### config.mk
export PLATFORM = sky130hd
export DESIGN_NAME = irq_input_ctrl
export DESIGN_NICKNAME = d
export VERILOG_FILES = /design/src/rtl/irq_input_pkg.sv /design/src/rtl/input_debounce.sv /design/src/rtl/irq_input_ctrl.sv
export SDC_FILE = /design/constraint.sdc
export NUM_CORES = 1
export LEC_CHECK = 0
export ABC_CLOCK_PERIOD_IN_PS = 3800
export CAP_MARGIN = 20
export CORE_MARGIN = 5
export CORE_UTILIZATION = 45
export DETAILED_ROUTE_END_ITERATION = 10
export DONT_BUFFER_PORTS = 1
export GPL_ROUTABILITY_DRIVEN = 1
export PLACE_DENSITY_LB_ADDON = 0.2
export SLEW_MARGIN = 10
export SYNTH_ARGS = -nofsm -noshare
export SYNTH_HDL_FRONTEND = slang
export SYNTH_SLANG_ARGS = --single-unit
### constraint.sdc
create_clock -name clk -period 3.8 [get_ports clk]
set_input_delay 0.38 -clock clk [delete_from_list [all_inputs] [get_ports clk]]
set_output_delay 0.38 -clock clk [all_outputs]
set_load 0.005 [all_outputs]
### src/rtl/irq_input_pkg.sv
// Shared constants and helpers for the board-input interrupt controller.
package irq_input_pkg;

  localparam int unsigned DATA_W        = 32;
  localparam int unsigned ADDR_W        = 3;
  localparam int unsigned DEF_DEB_W     = 20;
  localparam int unsigned DEF_DEB_RESET = 50000;

  localparam logic [ADDR_W-1:0] REG_STATUS   = 3'd0;
  localparam logic [ADDR_W-1:0] REG_PENDING  = 3'd1;
  localparam logic [ADDR_W-1:0] REG_MASK     = 3'd2;
  localparam logic [ADDR_W-1:0] REG_RISE_EN  = 3'd3;
  localparam logic [ADDR_W-1:0] REG_FALL_EN  = 3'd4;
  localparam logic [ADDR_W-1:0] REG_ID       = 3'd5;
  localparam logic [ADDR_W-1:0] REG_DEBOUNCE = 3'd6;

  typedef struct packed {
    logic              rd;
    logic              wr;
    logic [ADDR_W-1:0] addr;
    logic [DATA_W-1:0] wdata;
  } avl_req_t;

  // Index of the lowest set bit; 0 when the vector is empty.
  function automatic logic [4:0] lowest_set_idx(input logic [DATA_W-1:0] vec);
    logic [4:0] idx;
    idx = '0;
    for (int i = DATA_W - 1; i >= 0; i--) begin
      if (vec[i]) idx = 5'(i);
    end
    return idx;
  endfunction

endpackage

### src/rtl/input_debounce.sv
// One input line: two-flop synchroniser, debounce counter and edge pulses
// that coincide with the stable-level update.
module input_debounce
  import irq_input_pkg::*;
#(
  parameter int unsigned DEB_W = DEF_DEB_W
) (
  input  logic             clk,
  input  logic             reset,
  input  logic             raw_i,
  input  logic [DEB_W-1:0] deb_len_i,
  output logic             stable_o,
  output logic             rise_pulse,
  output logic             fall_pulse
);

  logic             meta_q;
  logic             sync_q;
  logic             stable_q, stable_d;
  logic [DEB_W-1:0] cnt_q, cnt_d;
  logic [DEB_W-1:0] limit;
  logic             mismatch;
  logic             fire;

  // A length of zero behaves like one, so the limit never underflows.
  assign limit    = (deb_len_i == '0) ? '0 : deb_len_i - DEB_W'(1);
  assign mismatch = sync_q ^ stable_q;
  assign fire     = mismatch && (cnt_q >= limit);

  always_comb begin
    cnt_d    = '0;
    stable_d = stable_q;
    if (mismatch) begin
      if (fire) begin
        stable_d = sync_q;
      end else begin
        cnt_d = cnt_q + DEB_W'(1);
      end
    end
  end

  always_ff @(posedge clk) begin
    if (reset) begin
      meta_q   <= 1'b0;
      sync_q   <= 1'b0;
      stable_q <= 1'b0;
      cnt_q    <= '0;
    end else begin
      meta_q   <= raw_i;
      sync_q   <= meta_q;
      stable_q <= stable_d;
      cnt_q    <= cnt_d;
    end
  end

  assign stable_o   = stable_q;
  assign rise_pulse = fire &  sync_q;
  assign fall_pulse = fire & ~sync_q;

endmodule

### src/rtl/irq_input_ctrl.sv
// Avalon-MM interrupt controller for debounced board inputs: edge latching
// into a W1C pending register, masking, priority ID and a level irq.
module irq_input_ctrl
  import irq_input_pkg::*;
#(
  parameter int unsigned N_IN      = 8,
  parameter int unsigned DEB_W     = DEF_DEB_W,
  parameter int unsigned DEB_RESET = DEF_DEB_RESET
) (
  input  logic                clk,
  input  logic                reset,
  input  logic [N_IN-1:0]     in_raw,
  input  logic [ADDR_W-1:0]   avl_address,
  input  logic                avl_read,
  input  logic                avl_write,
  input  logic [DATA_W-1:0]   avl_writedata,
  output logic [DATA_W-1:0]   avl_readdata,
  output logic                avl_irq
);

  avl_req_t          req;
  logic [N_IN-1:0]   stable;
  logic [N_IN-1:0]   rise;
  logic [N_IN-1:0]   fall;

  logic [N_IN-1:0]   pend_q, pend_d;
  logic [N_IN-1:0]   mask_q, mask_d;
  logic [N_IN-1:0]   rise_en_q, rise_en_d;
  logic [N_IN-1:0]   fall_en_q, fall_en_d;
  logic [DEB_W-1:0]  deb_q, deb_d;
  logic [DATA_W-1:0] rdata_q, rdata_d;
  logic              irq_q, irq_d;

  logic [N_IN-1:0]   active;
  logic [N_IN-1:0]   w1c;
  logic [N_IN-1:0]   edge_set;
  logic [DATA_W-1:0] rd_mux;
  logic              unused_wdata;

  assign req = '{rd: avl_read, wr: avl_write, addr: avl_address, wdata: avl_writedata};
  assign unused_wdata = ^req.wdata;

  for (genvar g = 0; g < int'(N_IN); g++) begin : g_line
    input_debounce #(
      .DEB_W (DEB_W)
    ) u_deb (
      .clk        (clk),
      .reset      (reset),
      .raw_i      (in_raw[g]),
      .deb_len_i  (deb_q),
      .stable_o   (stable[g]),
      .rise_pulse (rise[g]),
      .fall_pulse (fall[g])
    );
  end

  assign active   = pend_q & mask_q;
  assign edge_set = (rise & rise_en_q) | (fall & fall_en_q);
  assign w1c      = (req.wr && req.addr == REG_PENDING) ? req.wdata[N_IN-1:0] : '0;

  // Read mux sees pre-write register values.
  always_comb begin
    rd_mux = '0;
    case (req.addr)
      REG_STATUS:   rd_mux = DATA_W'(stable);
      REG_PENDING:  rd_mux = DATA_W'(pend_q);
      REG_MASK:     rd_mux = DATA_W'(mask_q);
      REG_RISE_EN:  rd_mux = DATA_W'(rise_en_q);
      REG_FALL_EN:  rd_mux = DATA_W'(fall_en_q);
      REG_ID:       rd_mux = {(|active), 26'd0, lowest_set_idx(DATA_W'(active))};
      REG_DEBOUNCE: rd_mux = DATA_W'(deb_q);
      default:      rd_mux = '0;
    endcase
  end

  // Edge-set takes precedence over a same-cycle W1C of the same bit.
  always_comb begin
    pend_d    = (pend_q & ~w1c) | edge_set;
    mask_d    = mask_q;
    rise_en_d = rise_en_q;
    fall_en_d = fall_en_q;
    deb_d     = deb_q;
    rdata_d   = rdata_q;
    irq_d     = |active;
    if (req.wr) begin
      case (req.addr)
        REG_MASK:     mask_d    = req.wdata[N_IN-1:0];
        REG_RISE_EN:  rise_en_d = req.wdata[N_IN-1:0];
        REG_FALL_EN:  fall_en_d = req.wdata[N_IN-1:0];
        REG_DEBOUNCE: deb_d     = req.wdata[DEB_W-1:0];
        default:      ;
      endcase
    end
    if (req.rd) rdata_d = rd_mux;
  end

  always_ff @(posedge clk) begin
    if (reset) begin
      pend_q    <= '0;
      mask_q    <= '0;
      rise_en_q <= '1;
      fall_en_q <= '0;
      deb_q     <= DEB_W'(DEB_RESET);
      rdata_q   <= '0;
      irq_q     <= 1'b0;
    end else begin
      pend_q    <= pend_d;
      mask_q    <= mask_d;
      rise_en_q <= rise_en_d;
      fall_en_q <= fall_en_d;
      deb_q     <= deb_d;
      rdata_q   <= rdata_d;
      irq_q     <= irq_d;
    end
  end

  assign avl_readdata = rdata_q;
  assign avl_irq      = irq_q;

endmodule

==> flow_summary.rst, run 1 <==
.. list-table::
   :header-rows: 1

   * - Metric
     - Value
   * - Cell count after synthesis
     - 1,714
   * - Net count of the finished layout
     - 2,001
   * - Setup Crit Path Kind
     - reg -> reg
   * - Inserted Clock Buffers
     - 29
   * - Post-Layout Inst Area
     - 16,800 sq um
   * - Maximum number of pins on one net before global-route repair
     - 97
   * - Mapped cell area
     - 14,500 sq um
   * - Die area
     - 35,800 sq um
   * - Number of maximum-capacitance violations
     - 0
   * - Endpoints failing hold
     - 0
   * - Area growth syn-to-layout
     - 15.9%
   * - Status
     - finished clean
   * - Slew @ Worst Pin
     - 1160 ps
   * - Register area share after synthesis
     - 0.357
   * - TritonCTS clock tree
     - yes
   * - Startpoint kind of the worst setup timing path
     - register
   * - Count of unresolved DRC violations after routing
     - 0
   * - Cell total after placement
     - 2,122
   * - Final Non-Filler Cells
     - 2,209
   * - Final worst slack
     - 125 ps
   * - Detail Route Antenna Nets
     - 0
   * - Layout Skew
     - 16.2 ps
   * - Final Cycle Share
     - 0.967
   * - Die height
     - 189 um
   * - Count of routing violations after the opening detailed-route iteration
     - 694
   * - IO Count
     - 80
   * - Commonest register cell after synthesis
     - sky130_fd_sc_hd__dfxtp_1
   * - Crit path arrival time
     - 4120 ps
   * - Worst path required time
     - 4240 ps
   * - Number of warnings reported in the yosys synthesis log
     - 0
   * - Standard cell area after detailed placement
     - 15,300 sq um
   * - Number of cells on the worst hold path
     - 3
   * - Hold path startpoint
     - avl_writedata[0]
   * - Fin. max-slew vios
     - 0
   * - Synthesized flop and latch total
     - 258
   * - R2r startpoint
     - deb_q[1]
   * - Number of placement rows
     - 65
   * - Starting density of the core
     - 0.457
   * - Number of global-route vias before repair
     - 11,400
   * - Final number of setup-violating endpoints
     - 0
   * - Via-to-Cell Ratio
     - 5.38
   * - End of the worst hold path
     - pend_q[0]
   * - Clock latency on the worst-skew pair
     - 560 ps
   * - First drt pass iteration count
     - 5
   * - Highest ir drop seen on vdd
     - 0.000368 V
   * - Antenna violations before repair
     - 0
   * - Global route overflow
     - 0
   * - CTS Buffer Depth
     - 3
   * - Achievable frequency
     - 0.272 GHz
   * - Async set-or-reset flop fraction in the synthesized netlist
     - 0
   * - Placement-stage worst setup slack
     - 95.9 ps
   * - R2R Path End
     - g_line[0].u_deb.cnt_q[18]
   * - Number of synthesized flops with an enable pin
     - 0
   * - Post-DR wirelength/cell
     - 17.1 um
   * - Post-route minimum period
     - 3670 ps
   * - Pwr Density
     - 363 nW/um^2
   * - Mean instance size in the synthesized netlist
     - 8.44 sq um
   * - Static power due to leakage
     - 6.70 nW
   * - Clock net sink count
     - 258
   * - Type of element capturing the critical path
     - register
   * - GRT Resource Usage Total
     - 0.206
   * - Hold/Removal Path Class
     - in -> reg
   * - Unrepaired setup endpoints after global routing
     - true
   * - Maximum net fanout on the critical path
     - 9
   * - Number of levels the H-tree was split into
     - 1
   * - Root buf cell
     - sky130_fd_sc_hd__clkbuf_16
   * - Clock-pin slew reported for the worst setup and hold paths after clock tree synthesis
     - 60 ps
   * - Via count
     - 11,900
   * - First-pass GRT wire length
     - 60.6 mm
   * - Total of fill cells in the finished design
     - 2,886
   * - Routability congestion estimate
     - 0.859
   * - Setup slack, reg-to-reg
     - 130 ps
   * - Count of buffers from port buffering
     - 0
   * - Sum of routed wire length over all layers
     - 37.8 mm
   * - Post-DP HPWL
     - 26.3 mm
   * - Diodes inserted
     - 0
   * - Area of the core
     - 31,600 sq um
   * - Worst slew margin relative to its limit
     - 0.221
   * - Proportion of layout cells with a drive suffix above 1
     - 0.0797
   * - Post-synthesis cell type count
     - 60
   * - Register-to-Register Path Depth
     - 15
   * - Die Wd
     - 189 um
[area by class of cell]
cell class,instances,area [sq um],area share
timing repair buffer,88,903,0.0539
clock buffer,43,828,0.0494
inverter,29,109,0.00649
sequential,258,5160,0.308
clock inverter,10,183,0.0109
multi-input combinational,1379,9070,0.541
tap,402,503,0.0300
[worst max path at each step]
| stage | start | to | slack, ps |
|---|---|---|---|
| 2_1_floorplan | deb_q[0] | g_line[0].u_deb.cnt_q[10] | 130 |
| 3_3_place_gp | deb_q[1] | g_line[0].u_deb.cnt_q[4] | 140 |
| 3_5_place_dp | deb_q[7] | g_line[1].u_deb.cnt_q[12] | 100 |
| 4_1_cts | deb_q[7] | g_line[1].u_deb.cnt_q[12] | 80 |
| 5_1_grt | deb_q[1] | g_line[0].u_deb.cnt_q[11] | -90 |
| 6_report | deb_q[1] | g_line[0].u_deb.cnt_q[18] | 130 |
[critical path: stages, from the launching register on]
cell	delay, ps
sky130_fd_sc_hd__dfxtp_1	330
sky130_fd_sc_hd__or4_4	550
sky130_fd_sc_hd__nor4_4	230
sky130_fd_sc_hd__nand4_2	170
sky130_fd_sc_hd__or3_4	360
sky130_fd_sc_hd__mux2i_2	170
sky130_fd_sc_hd__buf_12	170
sky130_fd_sc_hd__ha_1	290
sky130_fd_sc_hd__and4_4	230
sky130_fd_sc_hd__nand3_1	110
sky130_fd_sc_hd__nor4_2	340
sky130_fd_sc_hd__a22oi_2	140
sky130_fd_sc_hd__nand4b_1	110
sky130_fd_sc_hd__buf_4	160
sky130_fd_sc_hd__clkbuf_16	160
sky130_fd_sc_hd__nor2_1	40
[report_power, final]
part           internal (mW)  switching [mW]
clock                   1.84            1.15
combinational          0.143           0.202
sequential              2.73          0.0265
total                   4.72            1.37
[flip-flops by register name, indices dropped and copies added, names as in the netlist]
register and count:
avl_irq 1, deb_q 20, mask_q 8, g_line.u_deb.sync_q 8, pend_q 8, rise_en_q 8
avl_readdata 21, g_line.u_deb.stable_o 8, g_line.u_deb.cnt_q 160, g_line.u_deb.meta_q 8, fall_en_q 8
[Yosys cell counts (2+ instances only)]
library cell,number,area share
sky130_fd_sc_hd__o22ai_1,2,0.00086
sky130_fd_sc_hd__xor2_1,96,0.058
sky130_fd_sc_hd__or2_2,7,0.0030
sky130_fd_sc_hd__or4_4,2,0.0016
sky130_fd_sc_hd__and3_1,43,0.019
sky130_fd_sc_hd__a221oi_1,9,0.0054
sky130_fd_sc_hd__mux4_2,2,0.0031
sky130_fd_sc_hd__nor2_1,247,0.064
sky130_fd_sc_hd__buf_4,11,0.0057
sky130_fd_sc_hd__xnor2_1,67,0.041
sky130_fd_sc_hd__mux2i_1,13,0.0090
sky130_fd_sc_hd__nand3_1,82,0.028
sky130_fd_sc_hd__clkbuf_1,40,0.010
sky130_fd_sc_hd__and2_1,14,0.0061
sky130_fd_sc_hd__buf_2,3,0.0010
sky130_fd_sc_hd__dfxtp_1,258,0.36
sky130_fd_sc_hd__ha_1,169,0.15
sky130_fd_sc_hd__a31oi_1,10,0.0043
sky130_fd_sc_hd__a21oi_1,111,0.038
sky130_fd_sc_hd__nand3b_1,21,0.011
sky130_fd_sc_hd__nand4b_1,7,0.0042
sky130_fd_sc_hd__and4_1,18,0.011
sky130_fd_sc_hd__buf_1,2,0.00052
sky130_fd_sc_hd__nand4_1,27,0.012
sky130_fd_sc_hd__nor2b_1,28,0.012
sky130_fd_sc_hd__nor3b_1,4,0.0021
sky130_fd_sc_hd__o31ai_1,11,0.0057
sky130_fd_sc_hd__inv_1,29,0.0075
sky130_fd_sc_hd__a21o_1,14,0.0073
sky130_fd_sc_hd__nand2_1,236,0.061
sky130_fd_sc_hd__nor3_1,19,0.0066
sky130_fd_sc_hd__nor4_1,4,0.0017
sky130_fd_sc_hd__or2b_1,2,0.0010
sky130_fd_sc_hd__nand2b_1,13,0.0056
sky130_fd_sc_hd__a22oi_1,17,0.0088
sky130_fd_sc_hd__mux2_2,4,0.0031
sky130_fd_sc_hd__o21ai_0,32,0.011
sky130_fd_sc_hd__o221ai_1,3,0.0018
sky130_fd_sc_hd__a211oi_1,9,0.0047
sky130_fd_sc_hd__or3_1,3,0.0013
sky130_fd_sc_hd__o31a_1,5,0.0030
sky130_fd_sc_hd__a31o_2,2,0.0012
[layout by cell type, fill, tap and decap left out, drive strengths merged, types with 9 or more instances in the layout]
cell type	count
a21oi	111
a211oi	9
xnor2	67
o21ai	32
nor2	247
dfxtp	258
and2	14
nand2	236
dlygate4sd3	29
o31ai	11
and3	43
and4	18
nand4	28
nand3	82
clkbuf	44
xor2	96
nor2b	28
inv	30
a21o	14
nand3b	21
a22oi	17
nor3	21
mux2i	13
conb	11
ha	169
a221oi	9
buf	58
nand2b	13
a31oi	10
[layer usage]
layer	routed length, um	global-route usage	up-vias	part of all wire
li1	-	-	6073	-
met1	17300	0.272	5522	0.46
met2	17700	0.353	232	0.47
met3	1830	0.0321	51	0.048
met4	968	0.0579	0	0.026
met5	0	0	-	0
[kinds of logic (layout without fill, tap and decap cells)]
logic type,after synthesis,after routing,synth area share
AND/OR/NAND/NOR,782,782,0.256
flip-flops,258,258,0.357
AO/OA/AOI/OAI,234,234,0.0987
adder cells (fa/ha/maj),169,169,0.146
XOR/XNOR,163,163,0.0987
buffers and inverters,87,170,0.0263
multiplexers,20,20,0.0170
other,1,11,0.000259
[per-stage QoR]
step	power, mW	util	setup TNS (ps)	hold slack [ps]
after floorplan	3.02	-	0	414
after global placement	3.10	0.483	0	420
after detailed placement	3.11	0.483	0	427
after CTS	6.14	0.525	0	2.43
after global routing	6.32	0.530	-2030	8.87
final	6.09	0.530	0	21.8
[repair_timing]
action                     4_1_cts  5_1_grt
gates resized for setup          0       23
setup endpoints to repair        0      174
buffers inserted                 0        4
hold buffers                    30        0
hold endpoints to repair        96        0
Note: power is estimated with default switching activity, not from simulation.
==> inputs of run 2 (changes only) <==
--- a/config.mk
+++ b/config.mk
@@ -7,8 +7,9 @@
 export LEC_CHECK = 0
 export ABC_CLOCK_PERIOD_IN_PS = 3800
 export CAP_MARGIN = 20
+export CORE_ASPECT_RATIO = 1.4
 export CORE_MARGIN = 5
-export CORE_UTILIZATION = 45
+export CORE_UTILIZATION = 29
 export DETAILED_ROUTE_END_ITERATION = 10
 export DONT_BUFFER_PORTS = 1
 export GPL_ROUTABILITY_DRIVEN = 1
==> flow_summary.rst, run 2 (synthesized netlist as in run 1, its figures left out) <==
.. list-table::
   :header-rows: 1

   * - Metric
     - Value
   * - Root buf cell
     - sky130_fd_sc_hd__clkbuf_16
   * - Storage cell area
     - 5170 sq um
   * - Worst path required time
     - 4280 ps
   * - TritonCTS clock tree
     - yes
   * - Type of element capturing the critical path
     - register
   * - R2r startpoint
     - deb_q[0]
   * - Area growth syn-to-layout
     - 18.8%
   * - Post-DP HPWL
     - 29.0 mm
   * - IO Count
     - 80
   * - Hold/Removal Path Class
     - in -> reg
   * - Antenna violations before repair
     - 2
   * - Post-route minimum period
     - 3660 ps
   * - Number of flip-flops under the largest register name
     - 160
   * - Total Power
     - 5.93 mW
   * - Number of cells on the worst hold path
     - 3
   * - Layout Skew
     - 38.7 ps
   * - Slew @ Worst Pin
     - 1130 ps
   * - Final number of setup-violating endpoints
     - 0
   * - Number of levels the H-tree was split into
     - 1
   * - Area occupied by multi-input gates
     - 9120 sq um
   * - Via count
     - 12,000
   * - Final core area utilization
     - 0.349
   * - Number of maximum-capacitance violations
     - 0
   * - Startpoint kind of the worst setup timing path
     - register
   * - Inserted Clock Buffers
     - 27
   * - Unrepaired setup endpoints after global routing
     - true
   * - GRT Resource Usage Total
     - 0.148
   * - First drt pass iteration count
     - 5
   * - Worst slew margin relative to its limit
     - 0.244
   * - Post-DR wirelength/cell
     - 16.9 um
   * - Highest ir drop seen on vdd
     - 0.000359 V
   * - Detail Route Antenna Nets
     - 0
   * - Crit path arrival time
     - 4140 ps
   * - Status
     - finished clean
   * - Total of fill cells in the finished design
     - 5,055
   * - Maximum number of pins on one net before global-route repair
     - 90
   * - End of the worst hold path
     - pend_q[7]
   * - Count of routing violations after the opening detailed-route iteration
     - 555
   * - Fin. max-slew vios
     - 0
   * - Count of buffers from port buffering
     - 0
   * - Starting density of the core
     - 0.294
   * - Setup slack, reg-to-reg
     - 140 ps
   * - Most common cell after layout, fill and taps aside
     - sky130_fd_sc_hd__dfxtp_1
   * - Via-to-Cell Ratio
     - 4.88
   * - Die height
     - 274 um
   * - R2R Path End
     - g_line[7].u_deb.cnt_q[18]
   * - Register-to-Register Path Depth
     - 14
   * - Maximum net fanout on the critical path
     - 8
   * - Number of placement rows
     - 96
   * - Clock latency on the worst-skew pair
     - 580 ps
   * - Count of unresolved DRC violations after routing
     - 0
   * - Die area
     - 54,500 sq um
   * - Clock-pin slew reported for the worst setup and hold paths after clock tree synthesis
     - 60 ps
   * - Clock net sink count
     - 258
   * - Pwr Density
     - 345 nW/um^2
   * - Achievable frequency
     - 0.273 GHz
   * - Largest register by flop count
     - g_line.u_deb.cnt_q
   * - Die Wd
     - 199 um
   * - Endpoints failing hold
     - 0
   * - Most frequent cells in the layout
     - 257 x sky130_fd_sc_hd__dfxtp_1, 244 x sky130_fd_sc_hd__nor2_1, 233 x sky130_fd_sc_hd__nand2_1
   * - Number of global-route vias before repair
     - 11,600
   * - Setup Crit Path Kind
     - reg -> reg
   * - Sum of routed wire length over all layers
     - 41.3 mm
   * - Net count of the finished layout
     - 2,010
   * - Hold path startpoint
     - avl_writedata[7]
   * - Final Cycle Share
     - 0.963
   * - CTS Buffer Depth
     - 3
   * - Global route overflow
     - 0
   * - Static power due to leakage
     - 6.70 nW
   * - First-pass GRT wire length
     - 64.2 mm
   * - Proportion of layout cells with a drive suffix above 1
     - 0.0872
   * - Area of the core
     - 49,200 sq um
   * - Routability congestion estimate
     - 0.813
-- run 2: changes by cell type in the layout (fill, tap and decap cells not counted), moves of 3 or more --
cell	change
sky130_fd_sc_hd__a221oi_1	-3
sky130_fd_sc_hd__a221oi_2	+3
sky130_fd_sc_hd__buf_12	+3
sky130_fd_sc_hd__buf_4	-8
sky130_fd_sc_hd__buf_6	+10
sky130_fd_sc_hd__clkbuf_1	-4
sky130_fd_sc_hd__clkbuf_16	-3
sky130_fd_sc_hd__clkbuf_8	+4
sky130_fd_sc_hd__dlygate4sd3_1	+7
sky130_fd_sc_hd__nand3_1	-3
sky130_fd_sc_hd__nand3_2	+3
sky130_fd_sc_hd__nor2_1	-3
sky130_fd_sc_hd__nor2_2	+3
-- run 2: layout make-up --
| type | count | area share |
|---|---|---|
| sequential | 258 | 0.301 |
| tap | 637 | 0.0464 |
| clock inverter | 6 | 0.00648 |
| timing repair buffer | 99 | 0.0617 |
| inverter | 29 | 0.00633 |
| antenna | 2 | 0.000291 |
| clock buffer | 41 | 0.0476 |
| multi-input combinational | 1379 | 0.531 |
-- run 2: worst max-delay path by stage --
stage,end,startpoint,cells past startpoint
after floorplan,g_line[0].u_deb.cnt_q[10],deb_q[0],13
after global placement,g_line[2].u_deb.cnt_q[17],deb_q[0],13
after detailed placement,g_line[2].u_deb.cnt_q[2],deb_q[0],13
after CTS,g_line[2].u_deb.cnt_q[8],deb_q[0],13
after global routing,g_line[1].u_deb.cnt_q[4],deb_q[0],15
final,g_line[7].u_deb.cnt_q[18],deb_q[0],14
-- run 2: where the power goes --
| group | internal, mW | switching (mW) | total (mW) |
|---|---|---|---|
| Clock | 1.68 | 1.14 | 2.81 |
| Combinational | 0.150 | 0.208 | 0.358 |
| Sequential | 2.73 | 0.0269 | 2.76 |
| Total | 4.56 | 1.37 | 5.93 |
-- run 2: critical path: stages (launching register included) --
cell	delay, ps
sky130_fd_sc_hd__dfxtp_1	330
sky130_fd_sc_hd__or4_4	570
sky130_fd_sc_hd__nor4_4	310
sky130_fd_sc_hd__nand4_2	140
sky130_fd_sc_hd__or3_4	350
sky130_fd_sc_hd__mux2i_2	230
sky130_fd_sc_hd__buf_12	180
sky130_fd_sc_hd__ha_1	250
sky130_fd_sc_hd__nand4_1	150
sky130_fd_sc_hd__nor2_1	110
sky130_fd_sc_hd__a2111oi_4	380
sky130_fd_sc_hd__nand4_1	160
sky130_fd_sc_hd__buf_6	150
sky130_fd_sc_hd__buf_6	130
sky130_fd_sc_hd__nor2_1	100
-- run 2: metal layers --
layer,vias to the layer above,part of all wire,GRT usage
met4,0,0.037,0.0538
met3,69,0.035,0.0176
met5,-,0,0
met2,213,0.50,0.270
met1,5591,0.43,0.178
li1,6097,-,-
-- run 2: per-stage QoR --
step                      TNS, ps  setup slack [ps]  cell area, sq um  std cells  hold WS, ps
final                           0               140             17200       2451         31.7
after global routing         -825             -52.9             17200       2451         32.3
after CTS                       0              87.3             16900       2439        0.141
after detailed placement        0               129             15600       2355          420
after global placement          0               173             15600       2355          416
after floorplan                 0               134             14500       1724          414
-- run 2: timing repair --
item	in CTS	in global routing
endpoints found under the hold margin	94	0
buffers inserted	0	9
hold buffers	37	0
setup endpoints to repair	0	157
gates resized for setup	0	50
